===== src/rtl/multicycle_decoder_if.sv =====
// Instruction-field inputs and control outputs of the multicycle ARMv4 main decoder.
// master = the decoder (drives controls); slave = instruction register / datapath side.
interface multicycle_decoder_if;
  logic [1:0] Op;
  logic [5:0] Funct;
  logic [3:0] Rd;
  logic       IRWrite;
  logic       NextPC;
  logic       AdrSrc;
  logic       ALUSrcA;
  logic [1:0] ALUSrcB;
  logic [1:0] ResultSrc;
  logic [1:0] ImmSrc;
  logic [1:0] RegSrc;
  logic [1:0] ALUControl;
  logic [1:0] FlagW;
  logic       PCS;
  logic       RegW;
  logic       MemW;

  modport master (
    input  Op, Funct, Rd,
    output IRWrite, NextPC, AdrSrc, ALUSrcA, ALUSrcB, ResultSrc, ImmSrc, RegSrc,
           ALUControl, FlagW, PCS, RegW, MemW
  );

  modport slave (
    output Op, Funct, Rd,
    input  IRWrite, NextPC, AdrSrc, ALUSrcA, ALUSrcB, ResultSrc, ImmSrc, RegSrc,
           ALUControl, FlagW, PCS, RegW, MemW
  );
endinterface


===== src/rtl/multicycle_decoder.sv =====
// Moore control FSM for the multicycle ARMv4 datapath: 2-5 cycles per instruction, state-driven
// controls registered with the state; no backpressure, instruction fields must hold from DECODE on.
module multicycle_decoder (
  input  logic                  clk,
  input  logic                  reset,
  multicycle_decoder_if.master  bus
);

  typedef enum logic [3:0] {
    FETCH, DECODE, MEMADR, MEMREAD, MEMWB, MEMWRITE, EXECUTER, EXECUTEI, ALUWB, BRANCH
  } state_t;

  typedef struct packed {
    logic       irwrite;
    logic       nextpc;
    logic       adrsrc;
    logic       alusrca;
    logic [1:0] alusrcb;
    logic [1:0] resultsrc;
    logic       aluop;
    logic       branch;
    logic       regw;
    logic       memw;
  } ctrl_t;

  state_t     state_q, state_d;
  ctrl_t      ctrl_q;
  logic [3:0] cmd;
  logic       dp_writes;
  logic [1:0] alu_ctrl;
  logic [1:0] flag_w;

  assign cmd = bus.Funct[4:1];

  // Only ADD/SUB/AND/ORR write back; CMP and unsupported commands leave the register file alone.
  assign dp_writes = (cmd == 4'b0100) || (cmd == 4'b0010) ||
                     (cmd == 4'b0000) || (cmd == 4'b1100);

  function automatic ctrl_t decode_state(state_t s, logic wb_regw);
    ctrl_t c;
    c = '0;
    case (s)
      FETCH: begin
        c.irwrite   = 1'b1;
        c.nextpc    = 1'b1;
        c.alusrca   = 1'b1;
        c.alusrcb   = 2'b10;
        c.resultsrc = 2'b10;
      end
      DECODE: begin
        c.alusrca   = 1'b1;
        c.alusrcb   = 2'b10;
        c.resultsrc = 2'b10;
      end
      MEMADR:   c.alusrcb = 2'b01;
      MEMREAD:  c.adrsrc  = 1'b1;
      MEMWB: begin
        c.resultsrc = 2'b01;
        c.regw      = 1'b1;
      end
      MEMWRITE: begin
        c.adrsrc = 1'b1;
        c.memw   = 1'b1;
      end
      EXECUTER: c.aluop = 1'b1;
      EXECUTEI: begin
        c.alusrcb = 2'b01;
        c.aluop   = 1'b1;
      end
      ALUWB:    c.regw = wb_regw;
      BRANCH: begin
        c.alusrcb   = 2'b01;
        c.resultsrc = 2'b10;
        c.branch    = 1'b1;
      end
      default:  c = '0;
    endcase
    return c;
  endfunction

  always_comb begin
    state_d = FETCH;
    case (state_q)
      FETCH:  state_d = DECODE;
      DECODE: begin
        case (bus.Op)
          2'b01:   state_d = MEMADR;
          2'b00:   state_d = bus.Funct[5] ? EXECUTEI : EXECUTER;
          2'b10:   state_d = BRANCH;
          default: state_d = FETCH;
        endcase
      end
      MEMADR:   state_d = bus.Funct[0] ? MEMREAD : MEMWRITE;
      MEMREAD:  state_d = MEMWB;
      EXECUTER: state_d = ALUWB;
      EXECUTEI: state_d = ALUWB;
      default:  state_d = FETCH;
    endcase
  end

  // Controls are decoded from the next state so they are registered alongside it.
  always_ff @(posedge clk or posedge reset) begin
    if (reset) begin
      state_q <= FETCH;
      ctrl_q  <= decode_state(FETCH, 1'b0);
    end else begin
      state_q <= state_d;
      ctrl_q  <= decode_state(state_d, dp_writes);
    end
  end

  always_comb begin
    alu_ctrl = 2'b00;
    flag_w   = 2'b00;
    if (ctrl_q.aluop) begin
      case (cmd)
        4'b0100: begin alu_ctrl = 2'b00; flag_w = {bus.Funct[0], bus.Funct[0]}; end
        4'b0010: begin alu_ctrl = 2'b01; flag_w = {bus.Funct[0], bus.Funct[0]}; end
        4'b0000: begin alu_ctrl = 2'b10; flag_w = {bus.Funct[0], 1'b0}; end
        4'b1100: begin alu_ctrl = 2'b11; flag_w = {bus.Funct[0], 1'b0}; end
        4'b1010: begin alu_ctrl = 2'b01; flag_w = 2'b11; end
        default: begin alu_ctrl = 2'b00; flag_w = 2'b00; end
      endcase
    end
  end

  assign bus.IRWrite    = ctrl_q.irwrite;
  assign bus.NextPC     = ctrl_q.nextpc;
  assign bus.AdrSrc     = ctrl_q.adrsrc;
  assign bus.ALUSrcA    = ctrl_q.alusrca;
  assign bus.ALUSrcB    = ctrl_q.alusrcb;
  assign bus.ResultSrc  = ctrl_q.resultsrc;
  assign bus.RegW       = ctrl_q.regw;
  assign bus.MemW       = ctrl_q.memw;
  assign bus.ALUControl = alu_ctrl;
  assign bus.FlagW      = flag_w;
  assign bus.PCS        = ((bus.Rd == 4'hF) & ctrl_q.regw) | ctrl_q.branch;
  assign bus.ImmSrc     = bus.Op;
  assign bus.RegSrc     = {bus.Op == 2'b01, bus.Op == 2'b10};

endmodule


===== src/flat_wrapper.sv =====
// flat-port wrapper written by rule: the top's interface ports become plain ports
module multicycle_decoder_flat 
  (clk, reset, bus_Op, bus_Funct, bus_Rd, bus_IRWrite, bus_NextPC, bus_AdrSrc, bus_ALUSrcA, bus_ALUSrcB, bus_ResultSrc, bus_ImmSrc, bus_RegSrc, bus_ALUControl, bus_FlagW, bus_PCS, bus_RegW, bus_MemW);
  multicycle_decoder_if bus_i ();
  input  logic clk;
  input  logic reset;
  input wire logic [$bits(bus_i.Op)-1:0] bus_Op;
  input wire logic [$bits(bus_i.Funct)-1:0] bus_Funct;
  input wire logic [$bits(bus_i.Rd)-1:0] bus_Rd;
  output wire logic [$bits(bus_i.IRWrite)-1:0] bus_IRWrite;
  output wire logic [$bits(bus_i.NextPC)-1:0] bus_NextPC;
  output wire logic [$bits(bus_i.AdrSrc)-1:0] bus_AdrSrc;
  output wire logic [$bits(bus_i.ALUSrcA)-1:0] bus_ALUSrcA;
  output wire logic [$bits(bus_i.ALUSrcB)-1:0] bus_ALUSrcB;
  output wire logic [$bits(bus_i.ResultSrc)-1:0] bus_ResultSrc;
  output wire logic [$bits(bus_i.ImmSrc)-1:0] bus_ImmSrc;
  output wire logic [$bits(bus_i.RegSrc)-1:0] bus_RegSrc;
  output wire logic [$bits(bus_i.ALUControl)-1:0] bus_ALUControl;
  output wire logic [$bits(bus_i.FlagW)-1:0] bus_FlagW;
  output wire logic [$bits(bus_i.PCS)-1:0] bus_PCS;
  output wire logic [$bits(bus_i.RegW)-1:0] bus_RegW;
  output wire logic [$bits(bus_i.MemW)-1:0] bus_MemW;
  assign bus_i.Op = bus_Op;
  assign bus_i.Funct = bus_Funct;
  assign bus_i.Rd = bus_Rd;
  assign bus_IRWrite = bus_i.IRWrite;
  assign bus_NextPC = bus_i.NextPC;
  assign bus_AdrSrc = bus_i.AdrSrc;
  assign bus_ALUSrcA = bus_i.ALUSrcA;
  assign bus_ALUSrcB = bus_i.ALUSrcB;
  assign bus_ResultSrc = bus_i.ResultSrc;
  assign bus_ImmSrc = bus_i.ImmSrc;
  assign bus_RegSrc = bus_i.RegSrc;
  assign bus_ALUControl = bus_i.ALUControl;
  assign bus_FlagW = bus_i.FlagW;
  assign bus_PCS = bus_i.PCS;
  assign bus_RegW = bus_i.RegW;
  assign bus_MemW = bus_i.MemW;
  multicycle_decoder u_core (.clk(clk), .reset(reset), .bus(bus_i));
endmodule

===== config.mk =====
export PLATFORM = sky130hd
export DESIGN_NAME = multicycle_decoder_flat
export DESIGN_NICKNAME = d
export VERILOG_FILES = /design/src/rtl/multicycle_decoder_if.sv /design/src/rtl/multicycle_decoder.sv /design/src/flat_wrapper.sv
export SDC_FILE = /design/constraint.sdc
export NUM_CORES = 1
export LEC_CHECK = 0
export ABC_AREA = 1
export BUFFER_PORTS_ARGS = -buffer_cell sky130_fd_sc_hd__buf_2
export CORE_MARGIN = 1.5
export CORE_UTILIZATION = 46
export DETAILED_ROUTE_END_ITERATION = 10
export PLACE_DENSITY = 0.77
export SLEW_MARGIN = 25
export SYNTH_ARGS = -nofsm -noshare
export SYNTH_HDL_FRONTEND = slang
export SYNTH_SLANG_ARGS = --single-unit

===== constraint.sdc =====
create_clock -name clk -period 1.3 [get_ports clk]
set_clock_uncertainty 0.05 [all_clocks]
set_input_delay 0.065 -clock clk [delete_from_list [all_inputs] [get_ports clk]]
set_output_delay 0.065 -clock clk [all_outputs]
set_load 0.01 [all_outputs]

=== Yosys cells after proc, flatten, opt, wreduce, memory -nomap -nowiden ===
Index checks and enable logic that the tools add are counted.

* Flip-flop bits (word level): 16

* Eq/ne operators: 21
* Multiplexer cells: 17
* Bitwise gates (word level): 2
* Reductions and logical operators: 16

{| class="wikitable"
|+ Operator list
! operator !! count
|-
| 4-bit by 3-bit == test with 1-bit output (second input constant) || 7
|-
| 4-bit by 2-bit == test with 1-bit output (second input constant) || 5
|-
| 4-bit == test (second input constant) || 5
|-
| 4-bit one-hot mux with 5 select lines || 1
|-
| 2-bit OR reduction || 7
|-
| 4-bit logical NOT || 3
|-
| 2-bit one-hot mux with 3 select lines || 2
|-
| 4-bit one-hot mux with 3 select lines || 1
|-
| 4-bit by 1-bit == test with 1-bit output (second input constant) || 2
|-
| 2-bit one-hot mux with 2 select lines || 2
|-
| 1-bit two-way mux || 6
|-
| 2-bit two-way mux || 3
|-
| 3-bit OR reduction || 2
|-
| 1-bit logical OR || 3
|-
| 3-bit two-way mux || 1
|-
| 2-bit by 1-bit == test with 1-bit output (second input constant) || 1
|-
| 2-bit == test (second input constant) || 1
|-
| 2-bit logical NOT || 1
|-
| 1-bit one-hot mux with 2 select lines || 1
|-
| 1-bit bitwise AND || 1
|-
| 1-bit bitwise OR || 1
|}

=== Depth between registers and ports, before layout ===
* Word-level depth: 6
* Depth in mapped cells: 8

=== Least setup slack after synthesis ===
OpenSTA, ideal clock, no wires.

* Path kind: register to register
* Start: reg u_core.state_q[3]
* End: reg u_core.ctrl_q, in the netlist u_core.bus.ALUSrcB[0]
* Arrival: 927 ps
* Slack: 205 ps
* Cell stages (with the launch flop): 7
* Period minus slack after synthesis: 1095 ps
* Cell sequence: dfrtp_1 > nor2_2 > nand3_1 > nand3_2 > nor2_4 > nand2_1 > nand2_1

* Word-level cells in the longest chain between the ends: 6

{| class="wikitable"
|+ Ends and longest elaborated chain
! element !! RTL line !! RTL
|-
| start, declared || multicycle_decoder.sv:26 || <nowiki>state_t state_q, state_d;</nowiki>
|-
| start signal, assigned || multicycle_decoder.sv:107 || <nowiki>state_q <= state_d;</nowiki>
|-
| 4-bit by 3-bit == test with 1-bit output || multicycle_decoder.sv:83 || <nowiki>case (state_q)</nowiki>
|-
| 2-bit OR reduction (no line) || - ||
|-
| 4-bit one-hot mux with 5 select lines (*) || multicycle_decoder.sv:83 ||
|-
| named net u_core.state_d[2] || multicycle_decoder.sv:26 ||
|-
| 4-bit by 2-bit == test with 1-bit output (tied with other cells) || multicycle_decoder.sv:42 || <nowiki>case (s)</nowiki>
|-
| 3-bit OR reduction (no line) or 2-bit OR reduction (tied branches) || - ||
|-
| 2-bit one-hot mux with 2 select lines (*) || multicycle_decoder.sv:42 ||
|-
| end signal, assigned || multicycle_decoder.sv:105 || <nowiki>ctrl_q <= decode_state(FETCH, 1'b0);</nowiki>
|-
| end signal, assigned || multicycle_decoder.sv:108 || <nowiki>ctrl_q <= decode_state(state_d, dp_writes);</nowiki>
|-
| end, declared || multicycle_decoder.sv:27 || <nowiki>ctrl_t ctrl_q;</nowiki>
|}

Mark *: on every way through the listed nets, which the timed path passes. The rest lies on a longest branch.

=== Worst setup path after layout ===
Same ends and word-level chain as after synthesis.

==> run metrics <==
Post-synth top flop=dfrtp_1; Reg area=380 sq um; routed via count=651; antenna cells=0; total clock sinks=15; Port Buffers=32; Final Wtd Congestion=0.800; Tot Pwr=1.78 mW; Mapped Cells=97; Top Ports=33; Synth Area in XOR/XNOR=0; post-synthesis simple-gate area fraction=0.317; Die ar.=1950 sq um; synthesis-stage register bit count=15; Post-synth top cells=17 x inv_1, 16 x nand2_1, 12 x nor2_1, 11 x dfrtp_1, 9 x nand3_1; Core ar.=1540 sq um; clock transition at the registers of the reported paths=0.08 ns; Peak Freq=835 MHz; global-route usage over all layers=0.151; power per cell area=1880 nW/um^2; Seq/Total Area, Yosys=0.489; vias in the first global route=536; final setup violation count=0; post-synth cell types=18; largest net degree at the start of global routing=16; initial antenna violation count=0; EDFF count, synth=0; Compound-Gate Fraction of Synth Area=0.0354; Initial Util=0.505; Layout Nets=142; TNS Setup=0 ns; Worst Path Required=1.42 ns; area delta synth->final=21.7%; H-Tree Depth=1; Max clock buf depth=2; placed insts=138; GR peak layer=met2; Synth async-reset ratio=1.00; final hold violations=0; Routed Antenna Nets=0; CP Capture Type=flop; adder-cell area share of the yosys netlist=0; first-pass GRT wire length=2.11 mm; CTS Buf Count=3; Synth top area share=0.354; main area contributors after synthesis=dfrtp_1 35%, dfstp_2 14%, inv_1 8.2%; worst-path fanout max=6; critical path launch point type=flop; Syn Nets=111; cell accounting for the most synthesized area=dfrtp_1; drt pass-1 iters=2; Clk Tree Root Cell=clkbuf_4; maximum resistive drop on vdd=1.14 mV; Worst Path Arrival=1.32 ns; final WL=1.32 mm; final worst-path cycle share=0.921; Die X=44.1 um; share of cells above drive strength 1=0.409; leakage power=0.586 nW; minimum clock period=1.20 ns; Yosys Warn Count=0; Vias per Instance=4.55; routing usage on met2=0.262; Slew HR=0.637; count leader, synth=inv_1; unrepaired setup endpoints after global routing=no; Layout Cells excl Fill=143; Routed WL per cell=9.23 um; critical path class=reg2reg; drt first-iter violations=6; CTS tree=done; Hold/Removal Path Class=in2reg; Post-CTS Setup Inserts=0; DR DRC count=0; chip height=44.1 um; Synth Cell Area=778 sq um; mux contribution to synthesized area=0; grt ovf=0; GRT met3 Usage=0.0408; Avg Cell Area, Syn=8.02 sq um; Rows=14; Filler cells=138; M1 GR Usage=0.164; worst slew pin tran=0.544 ns; Max-cap violations=0; multi-input logic area=279 sq um; combinational family with the most area after synthesis=simple AND/OR/NAND/NOR gates; Slew Limit Fails=0; run status=finished, final reports clean; hpwl dp=1.05 mm; worst-skew pair later-pin latency=0.28 ns
-- cell type report --
type / count / area share
flip-flops and latches: 15 / 0.402
repair buffers: 33 / 0.180
inverters: 19 / 0.0753
clock buffers: 4 / 0.0277
multi-input cells: 56 / 0.295
well taps: 16 / 0.0211
-- worst max-delay path, cell delays in order (launching register included) --
cell and delay, ns:
dfrtp_1 0.42, nor2_4 0.17, nand3_1 0.16, nand3_2 0.15, nor2_4 0.04, nand2_1 0.05
nand2_1 0.05
-- metal layers --
layer / part of all wire / vias up
met5: 0 / -
met4: 0.034 / 0
met3: 0.061 / 7
met2: 0.47 / 24
met1: 0.44 / 275
li1: - / 345
-- repair_timing --
item / CTS / global route
gates resized for setup: 0 / 1
hold endpoints to repair: 11 / 0
hold buffers: 1 / 0
setup endpoints to repair: 0 / 5
-- metrics by stage --
stage / worst slack [ns] / hold WS (ns) / instance area [sq um] / util
finish: 0.103 / 0.0481 / 947 / 0.614
global placement: 0.0827 / 0.0721 / 906 / 0.588
CTS: 0.0270 / 0.0477 / 942 / 0.611
global route: 0.00855 / 0.0577 / 947 / 0.614
detailed placement: 0.0610 / 0.0853 / 906 / 0.588
floorplan: 0.205 / -0.0864 / 778 / -
-- cell usage in the layout (no fill, tap or decap), types with 2 or more instances in the layout --
cell,count
nor2_2,3
clkbuf_4,3
nor2_4,2
nand3_1,9
nand2_2,5
a21oi_1,3
dfrtp_1,11
inv_1,17
inv_2,2
buf_2,32
dfstp_2,4
nor2_1,12
nand2_1,16
-- kinds of logic after synthesis --
| group | Yosys count |
|---|---|
| AND/OR/NAND/NOR | 51 |
| buffers and inverters | 26 |
| flip-flops | 15 |
| AO/OA/AOI/OAI | 5 |
-- path summary, 6_finish.rpt --
kind	endpoint	depth (start not counted)	start	slack (ns)
worst max-delay path	u_core.bus.ALUSrcB[0]	6	u_core.state_q[3]	0.10
worst min-delay path	u_core.bus.ResultSrc[1]	4	bus_Op[0]	0.05
worst max register to register	u_core.bus.ALUSrcB[0]	6	u_core.state_q[3]	0.10
worst min register to register	u_core.bus.AdrSrc	2	u_core.state_q[1]	0.52
max in group asynchronous	u_core.bus.IRWrite	3	reset	0.52
min in group asynchronous	u_core.ctrl_q[2]	3	reset	0.32
-- power by group --
part / leakage [nW] / switching [mW] / internal (mW)
sequential: 0.190 / 0.0840 / 0.679
combinational: 0.381 / 0.471 / 0.293
clock: 0.0150 / 0.137 / 0.119
total: 0.586 / 0.692 / 1.09
-- sequential cells by signal (all words and copies together) (netlist names) --
signal and cells:
u_core.bus.ALUSrcA 1, u_core.bus.ALUSrcB 2, u_core.bus.AdrSrc 1, u_core.bus.IRWrite 1, u_core.bus.MemW 1, u_core.bus.RegW 1, u_core.bus.ResultSrc 2, u_core.ctrl_q 2
u_core.state_q 4
No activity file was read; power rests on OpenSTA's default activity.
